[config.mk]
export PLATFORM = sky130hd
export DESIGN_NAME = mem_load_controller
export DESIGN_NICKNAME = d
export VERILOG_FILES = /design/src/rtl/mem_load_pkg.sv /design/src/rtl/mem_load_controller.sv
export SDC_FILE = /design/constraint.sdc
export NUM_CORES = 1
export LEC_CHECK = 0
export ABC_AREA = 1
export BUFFER_PORTS_ARGS = -buffer_cell sky130_fd_sc_hd__buf_2
export CELL_PAD_IN_SITES_DETAIL_PLACEMENT = 1
export CELL_PAD_IN_SITES_GLOBAL_PLACEMENT = 1
export CORE_ASPECT_RATIO = 1.75
export CORE_MARGIN = 5
export CORE_UTILIZATION = 39
export CTS_CLUSTER_DIAMETER = 60
export DETAILED_ROUTE_END_ITERATION = 7
export GPL_ROUTABILITY_DRIVEN = 1
export HOLD_SLACK_MARGIN = 0.06
export PLACE_DENSITY = 0.85
export SLEW_MARGIN = 20
export SYNTH_ARGS = -nofsm -noshare
export SYNTH_HDL_FRONTEND = slang
export SYNTH_SLANG_ARGS = --single-unit
[constraint.sdc]
create_clock -name clk -period 2.25 [get_ports clk]
set_clock_uncertainty 0.05 [all_clocks]
set_input_delay 0.3375 -clock clk [delete_from_list [all_inputs] [get_ports clk]]
set_output_delay 0.3375 -clock clk [all_outputs]
set_load 0.05 [all_outputs]
[src/rtl/mem_load_pkg.sv]
// mem_load_pkg
//   Shared definitions for mem_load_controller: FSM state encoding, a
//   ceil-log2 constant function used to size addresses, and the default
//   token width / buffer depth.
package mem_load_pkg;

  typedef enum logic [2:0] {
    IDLE,
    READ,
    WAIT,
    WRITE,
    END
  } state_e;

  localparam int unsigned DEFAULT_WORD_SIZE   = 16;
  localparam int unsigned DEFAULT_BUFFER_SIZE = 1024;

  // Ceiling log2; returns at least 1 so address buses never collapse to 0 bits.
  function automatic int unsigned log2(input int unsigned value);
    int unsigned result;
    result = 0;
    while ((32'd1 << result) < value) begin
      result = result + 1;
    end
    if (result == 0) begin
      result = 1;
    end
    return result;
  endfunction

endpackage

[src/rtl/mem_load_controller.sv]
// mem_load_controller
//   Drains a snapshot of an input token FIFO into a single-port RAM, writing
//   token k to address k. A load starts when start_in is high and the FIFO
//   is non-empty; each token takes READ (pop), WAIT (capture head data) and
//   WRITE (RAM strobe). After the last write the block parks in END until
//   start_in drops, so a held request never triggers a second load.
//
//   Ports:
//     clk              clock, rising edge
//     rst              asynchronous reset, active low
//     FIFO_population  FIFO occupancy, latched as the load length at start
//     input_token      FIFO head data, valid one cycle after a sampled pop
//     start_in         level-sensitive load request
//     FIFO_rd_en       FIFO pop strobe
//     ram_wr_en        RAM write strobe
//     ram_wr_addr      RAM write address
//     output_token     RAM write data
//     done             (only with MEM_LOAD_DONE_EN) high while in END
//
//   Build option: define MEM_LOAD_DONE_EN to add the done output.
module mem_load_controller
  import mem_load_pkg::*;
#(
  parameter  int unsigned word_size   = DEFAULT_WORD_SIZE,
  parameter  int unsigned buffer_size = DEFAULT_BUFFER_SIZE,
  localparam int unsigned AW          = log2(buffer_size)
) (
  input  logic                 clk,
  input  logic                 rst,
  input  logic [AW-1:0]        FIFO_population,
  input  logic [word_size-1:0] input_token,
  input  logic                 start_in,
  output logic                 FIFO_rd_en,
  output logic                 ram_wr_en,
  output logic [AW-1:0]        ram_wr_addr,
  output logic [word_size-1:0] output_token
`ifdef MEM_LOAD_DONE_EN
  ,
  output logic                 done
`endif
);

  state_e               state_q, state_d;
  logic [AW-1:0]        count_q, count_d;
  logic [AW-1:0]        index_q, index_d;
  logic [AW-1:0]        addr_q, addr_d;
  logic [word_size-1:0] token_q, token_d;
  logic                 rd_en_q, rd_en_d;
  logic                 wr_en_q, wr_en_d;
  logic                 done_q, done_d;

  always_comb begin
    state_d = state_q;
    count_d = count_q;
    index_d = index_q;
    token_d = token_q;

    case (state_q)
      IDLE: begin
        if (start_in && (FIFO_population != '0)) begin
          count_d = FIFO_population;
          index_d = '0;
          state_d = READ;
        end
      end
      READ: begin
        state_d = WAIT;
      end
      WAIT: begin
        token_d = input_token;
        state_d = WRITE;
      end
      WRITE: begin
        if (index_q == (count_q - AW'(1))) begin
          state_d = END;
        end else begin
          index_d = index_q + AW'(1);
          state_d = READ;
        end
      end
      END: begin
        if (!start_in) begin
          index_d = '0;
          state_d = IDLE;
        end
      end
      default: begin
        state_d = IDLE;
      end
    endcase

    // Outputs are registered from the next state so each strobe lines up
    // exactly with the cycle spent in its state, with no input-to-output path.
    rd_en_d = (state_d == READ);
    wr_en_d = (state_d == WRITE);
    done_d  = (state_d == END);
    addr_d  = addr_q;
    if (state_d == WRITE) begin
      addr_d = index_d;
    end
  end

  always_ff @(posedge clk or negedge rst) begin
    if (!rst) begin
      state_q <= IDLE;
      count_q <= '0;
      index_q <= '0;
      addr_q  <= '0;
      token_q <= '0;
      rd_en_q <= 1'b0;
      wr_en_q <= 1'b0;
      done_q  <= 1'b0;
    end else begin
      state_q <= state_d;
      count_q <= count_d;
      index_q <= index_d;
      addr_q  <= addr_d;
      token_q <= token_d;
      rd_en_q <= rd_en_d;
      wr_en_q <= wr_en_d;
      done_q  <= done_d;
    end
  end

  assign FIFO_rd_en   = rd_en_q;
  assign ram_wr_en    = wr_en_q;
  assign ram_wr_addr  = addr_q;
  assign output_token = token_q;

`ifdef MEM_LOAD_DONE_EN
  assign done = done_q;
`else
  logic unused_done;
  assign unused_done = done_q;
`endif

endmodule

==> flow_metrics.env <==
export IMPL_final_instance_count_excl_fill=521
export IMPL_crit_path_frequent_cell="sky130_fd_sc_hd__nand2_1"
export IMPL_final_setup_viol_count=0
export IMPL_drt_total_wl_mm=8.30
export IMPL_status="finished, final reports clean"
export IMPL_critical_path_arrival_ns=2.22
export IMPL_initial_core_util_pct=40.2
export IMPL_drtIter0Drc=143
export IMPL_core_mm2=0.00691
export IMPL_synth_compound_area_share_pct=3.20
export IMPL_finalHoldViolCount=0
export IMPL_dp_final_hpwl_mm=6.10
export IMPL_htree_num_levels=2
export IMPL_ctsLongestPathBuffers=2
export IMPL_gp_congestion=0.897
export IMPL_nFillCells=902
export IMPL_worstPathMaxFanout=6
export IMPL_final_period_utilization_pct=92.9
export IMPL_yosys_area_share_xor_xnor_pct=6.27
export IMPL_period_needed_ns=2.09
export IMPL_globalRouteTotalUtil_pct=19.4
export IMPL_drt_pass1_iter_count=4
export IMPL_start_kind="register"
export IMPL_clk_pin_slew_ns=0.07
export IMPL_clock_latency_ns=0.29
export IMPL_ff_latch_area_mm2=0.00128
export IMPL_cell_types_with_the_highest_counts_after_synthesis="sky130_fd_sc_hd__nand2_1, sky130_fd_sc_hd__dfrtp_1, sky130_fd_sc_hd__nor2_1"
export IMPL_fin_worst_hold_slack_ns=0.117
export IMPL_number_of_enable_type_register_cells_in_the_synthesized_netlist=0
export IMPL_multiInputGateArea_mm2=0.00138
export IMPL_synth_seq_area_share_pct=46.0
export IMPL_grt_pass1_vias=2884
export IMPL_synth_top_cell_area_share_pct=46.0
export IMPL_synthCells=375
export IMPL_maxClockFrequency_ghz=0.479
export IMPL_synth_top_family_by_area="simple AND/OR/NAND/NOR gates"
export IMPL_timing_critical_path_cells="nor2_1 > nand2_2 > nor2_4 > xor2_2 > nand2_1 > nor2_4 > nand4_1 > nand3_1 > nand2_1 > nand2_1 > nand2_1"
export IMPL_ys_types=26
export IMPL_type_of_destination_of_the_critical_path="register"
export IMPL_vias=2635
export IMPL_io_pins=57
export IMPL_p_per_area_mw_per_mm2=1670
export IMPL_final_core_util_pct=49.5
export IMPL_critical_path_slowest_cell="sky130_fd_sc_hd__dfrtp_1"
export IMPL_synth_area_leader_cell="sky130_fd_sc_hd__dfrtp_1"
export IMPL_design_die_area_mm2=0.00897
export IMPL_post_cts_hold_buffer_count=0
export IMPL_multiplexer_fraction_of_the_synthesized_cell_area_pct=0
export IMPL_cts_inserted_buffers=5
export IMPL_first_pass_grt_wire_length_mm=13.5
export IMPL_place_worst_setup_slack_ns=-0.0397
export IMPL_worst_slew_margin_rel_pct=56.8
export IMPL_cts_sinks=51
export IMPL_cts_root_buffer_cell="sky130_fd_sc_hd__clkbuf_16"
export IMPL_number_of_nets_with_antenna_violations_after_detailed_routing=0
export IMPL_synthTopCellsByArea="sky130_fd_sc_hd__dfrtp_1, sky130_fd_sc_hd__nand2_1, sky130_fd_sc_hd__nand3_1"
export IMPL_row_count=40
export IMPL_post_synth_fa_ha_maj_area_fraction_pct=0.902
export IMPL_io_buffers=56
export IMPL_gr_total_overflow=0
export IMPL_finalNetCount=467
export IMPL_area_growth_syn_to_layout_pct=23.3
export IMPL_design_area_mm2=0.00342
export IMPL_ir_worst_vdd_uv=1100
export IMPL_placement_cell_area_mm2=0.00314
export IMPL_synthSimpleGateAreaFrac_pct=37.3
export IMPL_cellLeakagePower_nw=1.86
export IMPL_grt_start_max_net_pins=52
export IMPL_postSynth_asyncResetShare_pct=100
export IMPL_dieHeight_um=122
export IMPL_dpl_cell_count=507
export IMPL_fp_dieW_um=73.8
export IMPL_postSynthAreaPerCell_um2=7.40
export IMPL_antenna_found_initial=0
export IMPL_drt_drc_violations_left=0
export IMPL_synth_warning_count=0
export IMPL_via_per_inst=5.06
export IMPL_cp_slowest_stage_delay_ns=0.48
export IMPL_finalWorstSetupSlack_ns=0.161
export IMPL_hold_path_class="in -> async"
export IMPL_setup_total_negative_slack_ns=0
export IMPL_synth_most_common_cell="sky130_fd_sc_hd__nand2_1"
export IMPL_final_max_slew_viol_count=0
export IMPL_tightestPinTransition_ns=0.648
export IMPL_timing_worst_setup_path_type="reg -> reg"
export IMPL_total_power_mw=5.72
export IMPL_wire_per_inst_um=15.9
export IMPL_critical_path_required_ns=2.38
export IMPL_postSynthRegisterBits=51
export IMPL_synthesis_nets=406
export IMPL_cts_tree="yes"
export IMPL_postSynth_topFlopCell="sky130_fd_sc_hd__dfrtp_1"
export IMPL_drive_gt1_share_pct=22.2
export IMPL_synth_cell_area_mm2=0.00278
export IMPL_antenna_diode_instance_count=0
export IMPL_max_cap_violations=0
worst max-delay path, delay by kind of cell (launching register included):
family,cells,cell delay (ns)
flip-flops,1,0.48
AND/OR/NAND/NOR,10,1.26
XOR/XNOR,1,0.18
placed cells by master (no fill, tap or decap), types with 2 or more instances in the layout:
| cell | instances |
|---|---|
| sky130_fd_sc_hd__nand3_1 | 25 |
| sky130_fd_sc_hd__nand4_1 | 12 |
| sky130_fd_sc_hd__bufinv_16 | 2 |
| sky130_fd_sc_hd__inv_2 | 5 |
| sky130_fd_sc_hd__inv_1 | 26 |
| sky130_fd_sc_hd__xnor2_1 | 5 |
| sky130_fd_sc_hd__nor2_2 | 4 |
| sky130_fd_sc_hd__nor2_4 | 4 |
| sky130_fd_sc_hd__dfrtp_1 | 51 |
| sky130_fd_sc_hd__a21oi_1 | 7 |
| sky130_fd_sc_hd__nor2_1 | 29 |
| sky130_fd_sc_hd__o21ai_0 | 7 |
| sky130_fd_sc_hd__nand3_2 | 2 |
| sky130_fd_sc_hd__buf_4 | 9 |
| sky130_fd_sc_hd__buf_2 | 56 |
| sky130_fd_sc_hd__xor2_1 | 12 |
| sky130_fd_sc_hd__nand2_2 | 4 |
| sky130_fd_sc_hd__clkbuf_16 | 5 |
| sky130_fd_sc_hd__nand2_1 | 159 |
registers in the layout (all words and copies together) (netlist names):
signal	count
FIFO_rd_en	1
count_q	10
index_q	10
output_token	16
ram_wr_addr	10
ram_wr_en	1
state_q	3
report_power, final:
group	total [mW]	switching [mW]	internal, mW
clock	0.982	0.345	0.637
combinational	3.04	2.18	0.854
sequential	1.71	0.391	1.31
worst paths after layout:
path | slack [ns] | start | cells after the start | end
hold / removal | 0.12 | rst | 2 | output_token[10]$_DFFE_PN0N_
setup / recovery | 0.16 | count_q[2]$_DFFE_PN0P_ | 11 | ram_wr_addr[4]$_DFFE_PN0N_
max in group asynchronous | 1.60 | rst | 2 | ram_wr_addr[4]$_DFFE_PN0N_
setup reg to reg | 0.16 | count_q[2]$_DFFE_PN0P_ | 11 | ram_wr_addr[4]$_DFFE_PN0N_
min in group clk | 0.19 | input_token[12] | 3 | output_token[12]$_DFFE_PN0N_
hold reg to reg | 0.43 | ram_wr_addr[8]$_DFFE_PN0N_ | 2 | ram_wr_addr[8]$_DFFE_PN0N_
cell type report:
type / count / area share [%]
multi-input combinational: 281 / 40.3
sequential: 51 / 37.3
timing repair buffer: 65 / 10.2
clock buffer: 5 / 3.66
inverter: 32 / 3.51
tap: 84 / 3.07
clock inverter: 3 / 1.98
kinds of logic after synthesis:
kind of cell,count (synthesis)
AO/OA/AOI/OAI,17
adder cells (fa/ha/maj),2
flip-flops,51
AND/OR/NAND/NOR,241
buffers and inverters,45
XOR/XNOR,19
routing by layer:
layer | global-route usage (%) | vias to the layer above | part of all wire (%)
met5 | 0 | - | 0
met4 | 9.64 | 0 | 3.9
met3 | 2.48 | 23 | 3.0
met2 | 36.9 | 58 | 58
met1 | 19.8 | 1266 | 35
li1 | - | 1288 | -
repair_timing:
item,CTS,global route
cloned,0,2
pin swaps,1,4
resized for setup,1,9
setup endpoints to repair,7,21
setup buffers,1,3
(Power assumes the default switching activity.)
